[config.mk]
export PLATFORM = sky130hd
export DESIGN_NAME = serial_word_deser
export DESIGN_NICKNAME = d
export VERILOG_FILES = /design/src/rtl/serial_deser_pkg.sv /design/src/rtl/deser_hold_reg.sv /design/src/rtl/serial_word_deser.sv
export SDC_FILE = /design/constraint.sdc
export NUM_CORES = 1
export LEC_CHECK = 0
export ABC_AREA = 0
export CORE_MARGIN = 2
export CORE_UTILIZATION = 50
export CTS_CLUSTER_DIAMETER = 30
export DETAILED_ROUTE_END_ITERATION = 16
export PLACE_DENSITY = 0.9
export REMOVE_ABC_BUFFERS = 1
export SLEW_MARGIN = 20
export SYNTH_ARGS = -nofsm -noshare
export SYNTH_HDL_FRONTEND = slang
export SYNTH_SLANG_ARGS = --single-unit
[constraint.sdc]
create_clock -name clk -period 2.5 [get_ports clk]
set_input_delay 0.5 -clock clk [delete_from_list [all_inputs] [get_ports clk]]
set_output_delay 0.5 -clock clk [all_outputs]
set_load 0.05 [all_outputs]
[src/rtl/serial_deser_pkg.sv]
// Shared types and sizing helpers for the serial word deserializer.
package serial_deser_pkg;

  typedef enum logic {IDLE = 1'b0, COLLECT = 1'b1} state_t;

  localparam int DEF_WIDTH = 8;

  function automatic int cnt_w(input int w);
    return $clog2(w + 1);
  endfunction

endpackage

[src/rtl/deser_hold_reg.sv]
// One-word valid/ready holding register with sticky overflow on a dropped word.
module deser_hold_reg #(
  parameter int WIDTH = 8
) (
  input  logic             clk,
  input  logic             rst,
  input  logic             load_word,
  input  logic [WIDTH-1:0] word_in,
  input  logic             word_ready,
  input  logic             clr_ovf,
  output logic [WIDTH-1:0] word_out,
  output logic             word_valid,
  output logic             overflow
);

  logic [WIDTH-1:0] word_q;
  logic             valid_q, ovf_q;
  logic             room, drop;

  assign room = !valid_q || word_ready;
  assign drop = load_word && !room;

  always_ff @(posedge clk or posedge rst) begin
    if (rst) begin
      word_q  <= '0;
      valid_q <= 1'b0;
      ovf_q   <= 1'b0;
    end else begin
      if (load_word && room) begin
        word_q  <= word_in;
        valid_q <= 1'b1;
      end else if (valid_q && word_ready) begin
        valid_q <= 1'b0;
      end
      // a drop in the same cycle as a clear must still be reported
      if (drop)         ovf_q <= 1'b1;
      else if (clr_ovf) ovf_q <= 1'b0;
    end
  end

  assign word_out   = word_q;
  assign word_valid = valid_q;
  assign overflow   = ovf_q;

endmodule

[src/rtl/serial_word_deser.sv]
// Packs a strobed serial bit stream into WIDTH-bit words framed by sof.
module serial_word_deser
  import serial_deser_pkg::*;
#(
  parameter int WIDTH     = DEF_WIDTH,
  parameter bit MSB_FIRST = 1'b1
) (
  input  logic                     clk,
  input  logic                     rst,
  input  logic                     bit_in,
  input  logic                     bit_en,
  input  logic                     sof,
  output logic [WIDTH-1:0]         word_out,
  output logic                     word_valid,
  input  logic                     word_ready,
  output logic                     overflow,
  input  logic                     clr_ovf,
  output logic                     sync_err,
  output logic [cnt_w(WIDTH)-1:0]  bit_cnt
);

  localparam int CW = cnt_w(WIDTH);

  state_t           state_q;
  logic [WIDTH-1:0] sr_q;
  logic [CW-1:0]    cnt_q;
  logic             serr_q;

  logic [WIDTH-1:0] first_bit, shifted;
  logic             start, resync, complete;

  always_comb begin
    first_bit = MSB_FIRST ? {{(WIDTH-1){1'b0}}, bit_in} : {bit_in, {(WIDTH-1){1'b0}}};
    shifted   = MSB_FIRST ? {sr_q[WIDTH-2:0], bit_in} : {bit_in, sr_q[WIDTH-1:1]};
    start     = bit_en && sof;
    // sof always wins, so a resync can never also complete a word
    resync    = start && (state_q == COLLECT) && (cnt_q != '0);
    complete  = bit_en && !sof && (state_q == COLLECT) && (cnt_q == CW'(WIDTH-1));
  end

  always_ff @(posedge clk or posedge rst) begin
    if (rst) begin
      state_q <= IDLE;
      sr_q    <= '0;
      cnt_q   <= '0;
      serr_q  <= 1'b0;
    end else begin
      serr_q <= resync;
      if (start) begin
        state_q <= COLLECT;
        sr_q    <= first_bit;
        cnt_q   <= CW'(1);
      end else if (bit_en && state_q == COLLECT) begin
        if (complete) begin
          sr_q  <= '0;
          cnt_q <= '0;
        end else begin
          sr_q  <= shifted;
          cnt_q <= cnt_q + CW'(1);
        end
      end
    end
  end

  deser_hold_reg #(.WIDTH(WIDTH)) u_hold (
    .clk        (clk),
    .rst        (rst),
    .load_word  (complete),
    .word_in    (shifted),
    .word_ready (word_ready),
    .clr_ovf    (clr_ovf),
    .word_out   (word_out),
    .word_valid (word_valid),
    .overflow   (overflow)
  );

  assign sync_err = serr_q;
  assign bit_cnt  = cnt_q;

endmodule

==> impl_metrics.json <==
{
  "status": "completed",
  "crit_path_start_kind": "register",
  "ant_nets": 0,
  "critPathCaptureType": "output pin",
  "mappedNetlistArea_um2": 982,
  "nFillCells": 149,
  "synth_seq_cells": 23,
  "drv_cap": 0,
  "syn_area_per_cell_um2": 13.3,
  "die_h_um": 48.3,
  "relSlewSlack_pct": 66.3,
  "seqCellArea_um2": 576,
  "multi_input_area_um2": 368,
  "clk_latency_ns": 0.32,
  "critPathTopFamily": "buffers and inverters",
  "crit_required_ns": 2.00,
  "clkSinkCount": 23,
  "fin_skew_ns": 0.00866,
  "hold_ws_ns": 0.507,
  "synth_seq_area_share_pct": 58.6,
  "drtPass1Iterations": 4,
  "period_share_pct": 84.0,
  "drc": 0,
  "finalSetupViolCount": 0,
  "cts-root-buf": "clkbuf_4",
  "crit_buf_inv": 1,
  "cts.repair.resized": 0,
  "wirelength_mm": 1.79,
  "rsz0062_at_grt": "false",
  "wire_per_inst_um": 14.2,
  "core_um2": 1900,
  "grt_max_degree": 24,
  "die_area_um2": 2330,
  "hold_viol_final": 0,
  "layout_min_cycle_time_ns": 2.10,
  "syn-instance-count": 74,
  "postCtsHoldBufs": 0,
  "yosys_warnings": 0,
  "drtIter0Drc": 14,
  "arrival_ns": 1.60,
  "cts_setup_buffers": 0,
  "synth_edf_count": 0,
  "drive_above_1_share_pct": 19.2,
  "critPathKind": "reg -> out",
  "ys_types": 22,
  "fin_tns_setup_ns": 0,
  "overflow": 0,
  "numCtsBuffers": 3,
  "worstMarginPinSlew_ns": 0.505,
  "finalMaxSlewViolations": 0,
  "vias_per_cell": 5.12,
  "synth_ff_type": "dfrtp_1",
  "slowest_delay_ns": 0.84,
  "vias": 645,
  "portBuffers": 21,
  "nets": 109,
  "cts_max_level": 1,
  "antenna_cells": 0,
  "worstHoldPathType": "in -> async",
  "syn_to_final_growth_pct": 27.5,
  "power.total_uw": 827,
  "gp_congestion": 0.782,
  "async_flop_share_pct": 100,
  "cts_tree": "built",
  "num_io_pins": 22,
  "clockBufferDepth": 2,
  "die_w_um": 48.3,
  "grt_usage_pct": 18.7,
  "crit_slowest_cell": "clkdlybuf4s50_1",
  "max_freq_mhz": 476,
  "clk_pin_slew_ns": 0.12,
  "ir_drop_mv": 0.380,
  "worstPathMaxFanout": 5,
  "start_util_pct": 51.6,
  "post-dp-hpwl_mm": 1.34,
  "grt_pass1_vias": 668,
  "powerDensity_nw_per_um2": 660,
  "total_leakage_power_uw": 0.000585,
  "crit_chain": "clkdlybuf4s50_1",
  "rows": 16,
  "grt_pass1_wl_mm": 3.19,
  "antenna_found_initial": 0
}
-- final timing paths --
kind / depth (start not counted) / from / endpoint / slack, ns
worst max register to register: 4 / bit_cnt[0] / u_hold.word_out[7] / 0.91
worst min register to register: 1 / sr_q[6] / sr_q[6] / 0.52
worst min-delay path: 3 / rst / bit_cnt[0] / 0.51
min in group clk: 1 / sr_q[6] / sr_q[6] / 0.52
max in group asynchronous: 3 / rst / sync_err / 1.76
worst max-delay path: 1 / bit_cnt[3] / bit_cnt[3] / 0.40
-- cells by family after synthesis --
kind of cell | share of synthesized area [%]
AND/OR/NAND/NOR | 9.56
XOR/XNOR | 0.892
adder cells (fa/ha/maj) | 2.55
multiplexers | 12.2
flip-flops | 58.6
AO/OA/AOI/OAI | 12.2
buffers and inverters | 3.95
-- cells in the final DEF, fill, tap and decap left out --
master / n
o22ai_1: 1
nor2_1: 3
buf_4: 2
nand3_1: 2
nand2b_1: 1
nand3b_1: 1
dfrtp_1: 23
a22o_2: 1
inv_1: 6
clkbuf_4: 3
and3_4: 1
xnor2_1: 1
mux2_4: 8
a21o_2: 1
clkdlybuf4s50_1: 21
o21ai_0: 3
a21oi_1: 2
nand2_1: 5
and3_1: 1
clkinv_2: 1
and3b_4: 1
a22o_1: 8
and3b_2: 1
ha_1: 2
-- power by group --
part | internal (µW) | leakage [µW] | switching (µW)
sequential | 402 | 0.000306 | 27.3
clock | 59.9 | 0.0000177 | 110
combinational | 91.1 | 0.000261 | 136
total | 553 | 0.000585 | 273
-- cells in the mapped netlist (2+ instances only) --
cell type / count / area, µm²
dfrtp_1: 23 / 576
a22o_1: 8 / 70.1
mux2_4: 8 / 120
ha_1: 2 / 25.0
a21oi_1: 2 / 10.0
nand3_1: 2 / 10.0
inv_1: 6 / 22.5
nor2_1: 3 / 11.3
nand2_1: 5 / 18.8
o21ai_0: 3 / 15.0
-- metal layers --
metal	global-route usage (%)	vias up	wire length [µm]
met4	11.4	0	29
li1	-	309	-
met3	2.78	3	57
met2	31.5	18	933
met1	22.7	315	769
met5	0	-	0
-- cell type report --
class / count / area share (%)
clock inverter: 1 / 0.400
tap: 27 / 2.70
sequential: 23 / 46.0
timing repair buffer: 23 / 18.0
clock buffer: 3 / 1.80
multi-input combinational: 43 / 29.4
inverter: 6 / 1.80
-- sequential cells by signal (all words and copies together), names as in the netlist --
signal	flops
sr_q	7
u_hold.overflow	1
u_hold.word_out	8
state_q	1
bit_cnt	4
sync_err	1
u_hold.word_valid	1
-- metrics by stage --
stage	instances	utilization, %	setup slack [ns]	instance area (µm²)
finish	126	65.9	0.399	1250
detailed placement	122	64.4	0.417	1220
global placement	122	64.4	0.462	1220
CTS	126	65.9	0.380	1250
global route	126	65.9	0.345	1250
floorplan	72	-	0.684	966
Note: power is estimated with default switching activity, not from simulation.
